==> config.mk <==
export PLATFORM = sky130hd
export DESIGN_NAME = mem_arbiter
export DESIGN_NICKNAME = d
export VERILOG_FILES = /design/src/rtl/mem_arbiter.sv
export SDC_FILE = /design/constraint.sdc
export NUM_CORES = 1
export LEC_CHECK = 0
export CORE_AREA = 2 2 204 206
export CTS_CLUSTER_SIZE = 14
export DETAILED_ROUTE_END_ITERATION = 6
export DIE_AREA = 0 0 206 208
export SYNTH_ARGS = -nofsm -noshare
export SYNTH_HDL_FRONTEND = slang
export SYNTH_SLANG_ARGS = --single-unit
==> constraint.sdc <==
create_clock -name clk -period 2.69 [get_ports clk]
set_clock_uncertainty 0.05 [all_clocks]
set_input_delay 0.4035 -clock clk [delete_from_list [all_inputs] [get_ports clk]]
set_output_delay 0.4035 -clock clk [all_outputs]
set_load 0.005 [all_outputs]
==> src/rtl/mem_arbiter.sv <==
// Purpose: arbitrates one single-ported memory between instruction fetch and data load/store.
// Latency: grant registered one edge after req is sampled; done pulses one edge after mem_ack.
// Backpressure: requesters hold req until done; memory stalls by withholding mem_ack indefinitely.
module mem_arbiter #(
  parameter int ADDR_W   = 64,
  parameter int DATA_W   = 64,
  parameter int MAX_WAIT = 3
) (
  input  logic              clk,
  input  logic              rst,
  input  logic              if_req,
  input  logic [ADDR_W-1:0] if_addr,
  output logic              if_done,
  output logic [DATA_W-1:0] if_rdata,
  input  logic              d_req,
  input  logic              d_we,
  input  logic [ADDR_W-1:0] d_addr,
  input  logic [DATA_W-1:0] d_wdata,
  output logic              d_done,
  output logic [DATA_W-1:0] d_rdata,
  output logic              mem_req,
  output logic              mem_we,
  output logic [ADDR_W-1:0] mem_addr,
  output logic [DATA_W-1:0] mem_wdata,
  input  logic              mem_ack,
  input  logic [DATA_W-1:0] mem_rdata,
  output logic [1:0]        owner
);

  localparam logic [3:0] LP_MAX_WAIT = 4'(MAX_WAIT);
  localparam logic [1:0] OWN_NONE    = 2'd0;
  localparam logic [1:0] OWN_FETCH   = 2'd1;
  localparam logic [1:0] OWN_DATA    = 2'd2;

  typedef enum logic [1:0] {
    IDLE   = 2'd0,
    BUSY_I = 2'd1,
    BUSY_D = 2'd2,
    DONE   = 2'd3
  } state_t;

  state_t              r_state, w_state_nxt;
  logic [3:0]          r_wait_cnt, w_wait_cnt_nxt;
  logic                r_mem_req, w_mem_req_nxt;
  logic                r_mem_we, w_mem_we_nxt;
  logic [ADDR_W-1:0]   r_mem_addr, w_mem_addr_nxt;
  logic [DATA_W-1:0]   r_mem_wdata, w_mem_wdata_nxt;
  logic [1:0]          r_owner, w_owner_nxt;
  logic                r_if_done, w_if_done_nxt;
  logic                r_d_done, w_d_done_nxt;
  logic [DATA_W-1:0]   r_if_rdata, w_if_rdata_nxt;
  logic [DATA_W-1:0]   r_d_rdata, w_d_rdata_nxt;
  logic                w_data_wins;

  // State register and fetch-starvation counter; reset abandons any in-flight access.
  always_ff @(posedge clk or negedge rst) begin
    if (!rst) begin
      r_state    <= IDLE;
      r_wait_cnt <= 4'd0;
    end else begin
      r_state    <= w_state_nxt;
      r_wait_cnt <= w_wait_cnt_nxt;
    end
  end

  // Next-state, arbitration and next-output decode; data wins unless fetch has waited MAX_WAIT grants.
  always_comb begin
    w_state_nxt     = r_state;
    w_wait_cnt_nxt  = r_wait_cnt;
    w_mem_req_nxt   = r_mem_req;
    w_mem_we_nxt    = r_mem_we;
    w_mem_addr_nxt  = r_mem_addr;
    w_mem_wdata_nxt = r_mem_wdata;
    w_owner_nxt     = r_owner;
    w_if_done_nxt   = 1'b0;
    w_d_done_nxt    = 1'b0;
    w_if_rdata_nxt  = r_if_rdata;
    w_d_rdata_nxt   = r_d_rdata;
    w_data_wins     = d_req && (!if_req || (r_wait_cnt < LP_MAX_WAIT));

    case (r_state)
      IDLE: begin
        if (w_data_wins) begin
          w_state_nxt     = BUSY_D;
          w_mem_req_nxt   = 1'b1;
          w_mem_we_nxt    = d_we;
          w_mem_addr_nxt  = d_addr;
          w_mem_wdata_nxt = d_wdata;
          w_owner_nxt     = OWN_DATA;
          // Only a fetch that was actually passed over counts; cannot exceed MAX_WAIT here.
          if (if_req) begin
            w_wait_cnt_nxt = r_wait_cnt + 4'd1;
          end
        end else if (if_req) begin
          w_state_nxt     = BUSY_I;
          w_mem_req_nxt   = 1'b1;
          w_mem_we_nxt    = 1'b0;
          w_mem_addr_nxt  = if_addr;
          w_mem_wdata_nxt = '0;
          w_owner_nxt     = OWN_FETCH;
          w_wait_cnt_nxt  = 4'd0;
        end
      end
      BUSY_I: begin
        if (mem_ack) begin
          w_state_nxt    = DONE;
          w_mem_req_nxt  = 1'b0;
          w_mem_we_nxt   = 1'b0;
          w_owner_nxt    = OWN_NONE;
          w_if_rdata_nxt = mem_rdata;
          w_if_done_nxt  = 1'b1;
        end
      end
      BUSY_D: begin
        if (mem_ack) begin
          w_state_nxt   = DONE;
          w_mem_req_nxt = 1'b0;
          w_mem_we_nxt  = 1'b0;
          w_owner_nxt   = OWN_NONE;
          w_d_rdata_nxt = mem_rdata;
          w_d_done_nxt  = 1'b1;
        end
      end
      DONE: begin
        // Requests and acks are ignored for this one cycle so a stale req cannot re-grant.
        w_state_nxt = IDLE;
        w_owner_nxt = OWN_NONE;
      end
      default: begin
        w_state_nxt = IDLE;
      end
    endcase
  end

  // Registered outputs so no input reaches an output combinationally.
  always_ff @(posedge clk or negedge rst) begin
    if (!rst) begin
      r_mem_req   <= 1'b0;
      r_mem_we    <= 1'b0;
      r_mem_addr  <= '0;
      r_mem_wdata <= '0;
      r_owner     <= OWN_NONE;
      r_if_done   <= 1'b0;
      r_d_done    <= 1'b0;
      r_if_rdata  <= '0;
      r_d_rdata   <= '0;
    end else begin
      r_mem_req   <= w_mem_req_nxt;
      r_mem_we    <= w_mem_we_nxt;
      r_mem_addr  <= w_mem_addr_nxt;
      r_mem_wdata <= w_mem_wdata_nxt;
      r_owner     <= w_owner_nxt;
      r_if_done   <= w_if_done_nxt;
      r_d_done    <= w_d_done_nxt;
      r_if_rdata  <= w_if_rdata_nxt;
      r_d_rdata   <= w_d_rdata_nxt;
    end
  end

  assign mem_req   = r_mem_req;
  assign mem_we    = r_mem_we;
  assign mem_addr  = r_mem_addr;
  assign mem_wdata = r_mem_wdata;
  assign owner     = r_owner;
  assign if_done   = r_if_done;
  assign d_done    = r_d_done;
  assign if_rdata  = r_if_rdata;
  assign d_rdata   = r_d_rdata;

endmodule
==> results <==
## synthesized netlist by cell type (all sizes together)
library cell  instances  share of area, %
dfrtp               268                61
nand2               262               8.9
mux2                130                13
o21ai                68               3.1
nand4                64               3.6
o211ai               64               4.4
buf                  44               2.1
clkbuf               35               1.2
inv                   7              0.24
ha                    6              0.68
and2                  3              0.17
mux2i                 3              0.27
a31oi                 2              0.11
nand4b                2              0.16
nor2                  2             0.068
nor2b                 2              0.11
a211oi                1             0.068
a21boi                1             0.068
a21oi                 1             0.045
nand3                 1             0.045
o21a                  1             0.068
o31ai                 1              0.19
or2                   1             0.057
## final timing paths
check                                end  slack [ns]  depth (start not counted)
hold reg to reg            mem_wdata[41]        0.43                          2
max in group asynchronous   mem_addr[33]        1.60                          3
setup reg to reg            mem_addr[52]        0.21                          5
setup / recovery            mem_addr[52]        0.21                          5
hold / removal              mem_addr[53]        0.24                          3
min in group asynchronous    d_rdata[27]        0.29                          2
## sequential cells by signal (all words and copies together), names as in the netlist, 2 cells and up
register	flops
d_rdata	64
if_rdata	64
mem_addr	64
mem_wdata	64
r_wait_cnt	4
owner	2
r_state	2
## report_power, final
group          switching, mW  internal (mW)  total, mW
registers              0.988           5.91       6.89
logic                   3.49           4.98       8.47
clock network           1.67           2.56       4.23
## final cells by class
class / instances / share of cell area, %
Sequential cell: 268 / 37.37
Timing Repair Buffer: 549 / 31.05
Multi-Input combinational cell: 615 / 22.02
Clock buffer: 45 / 4.950
Tap cell: 532 / 3.709
Clock inverter: 9 / 0.7321
Inverter: 7 / 0.1464
Antenna cell: 1 / 0.01394
## worst register-to-register path: cells and delay by family, from the launching register on
kind            cells  cell delay [ns]
flops               1             0.39
fa+ha+maj           1             0.23
simple gates        1             0.28
buf+inv             1             0.46
compound gates      2             0.91
## repair_timing
| item | in CTS | in global routing |
|---|---|---|
| endpoints found under the setup margin | 0 | 0 |
| hold endpoints to repair | 36 | 0 |
| hold buffers | 1 | 0 |
## per-stage QoR
stage | cells | area (um^2) | hold WS (ns) | power [mW] | util (%)
finish | 2026 | 17950 | 0.2429 | 19.59 | 44.25
CTS | 2025 | 17940 | 0.2158 | 19.92 | 44.25
detailed placement | 1970 | 16910 | 0.2717 | 15.59 | 41.71
floorplan | 969 | 11000 | 0.05791 | 9.974 | -
global placement | 1970 | 16910 | 0.2745 | 15.43 | 41.71
global route | 2026 | 17950 | 0.2581 | 20.87 | 44.25
## cell families after synthesis
kind of cell / Yosys count / synth area share [%]
and+or+nand+nor: 337 / 13.19
DFF: 268 / 60.95
AOI/OAI and AO/OA: 139 / 8.017
muxes: 133 / 13.58
buffers and inverters: 86 / 3.582
adders and majority gates: 6 / 0.6823
## per-layer routing
metal | track usage (%) | wire (um) | vias to the layer above
met5 | 0 | 23 | -
met4 | 5.985 | 1234 | 4
met3 | 5.435 | 3589 | 72
met2 | 31.07 | 19510 | 391
met1 | 21.88 | 16240 | 4629
li1 | - | - | 4366
==> results.md <==
- Worst Slack Setup Final: 0.2102 ns
- TNS Setup: 0 ns
- Worst Path Required: 3.05 ns
- CP delay by family, top: compound AO/OA/AOI/OAI gates
- Largest net degree at the start of global routing: 97
- HPWL Detailed: 29810 um
- Clk pin slew, worst setup/hold paths: 0.06 ns
- Crit path buf inv count: 1
- Row count: 74
- Seq/Total Area, Yosys: 60.95%
- FF-to-FF Start: r_wait_cnt[0]
- Core Footprint: 40550 um^2
- Worst setup EP type: register
- Power per cell area: 1092 nW/um^2
- Die area: 42850 um^2
- Max-slew violations: 0
- Post-DR wirelength/cell: 20.04 um
- Max Cap Viol: 0
- Final min period: 2.480 ns
- Class of the worst hold path: in -> reg
- Layout fillers: 3857
- Status: completed
- CP arrival: 2.84 ns
- Routed WL: 40590 um
- Area of the multi-input gates: 3953 um^2
- 1st-pass router iterations: 4
- Gpl congestion: 0.8029
- Total GRT Usage: 18.24%
- Vias per Instance: 4.670
- DR iter-0 viols: 403
- Post-synth cell types: 27
- Routed Antenna Nets: 0
- Avg Cell Area, Syn: 11.36 um^2
- Fin. Hold Viols: 0
- H-tree Lvls: 1
- Worst Setup SP: r_wait_cnt[0]
- Worst path slowest cell: o31ai_4
- Max Freq: 403.3 MHz
- DR vias: 9462
- Startpoint Class: register
- Post-CTS sizing: 0
- Critical Path, Cell by Cell: ha_1 > o31ai_4 > and2_2 > buf_4 > o211ai_1
- PortBufs: 523
- # DRC: 0
- Critical path's largest stage delay: 0.68 ns
- First-pass GRT wire length: 60200 um
- Clock sinks: 268
- Layout cells sized above 1: 7.100%
- Commonest non-fill, non-tap cell in the layout: clkdlybuf4s50_1
- Antenna violations before repair: 4
- Layout area overhead: 63.10%
- Max FO, Critical Path: 48
- Tcrit/Tclk final: 92.19%
- Total I/O pin count: 524
- Leak: 7.336 nW
- Final setup vio count: 0
- FF/Latch Area: 6706 um^2
- Peak supply drop: 0.4370 mV
- Setup CP Type: reg -> reg
- Initial Utilization: 27.13%
- Clk_lat worst skew: 0.57 ns
- CTS tree: yes
- Tightest Pin Transition: 0.8381 ns
- Max clock buf depth: 3
- DIE WIDTH: 206 um
- Die Span Y: 208 um
- Vias in the first global route: 9888
- Post-CTS Setup Bufs: 0
- Setup WS pre-CTS: 0.2061 ns
- Gate Count Post-Synth: 969
- Slew headroom: 44.13%
- CTS Root Cell: clkbuf_16
- Mapped Area: 11000 um^2
- Overflow left after global routing: 0
- Most frequent cells in the layout: clkdlybuf4s50_1 (521), dfrtp_1 (268), nand2_1 (259)
- Flops & latches, synth: 268
- RSZ-0062 raised after global routing: false
- Hold_sp: d_req
- Syn nets: 1237
- Fin nets: 1740
- CTS Buf Count: 31
- Warnings from Yosys: 0
Power figures use the tool's default switching activity.
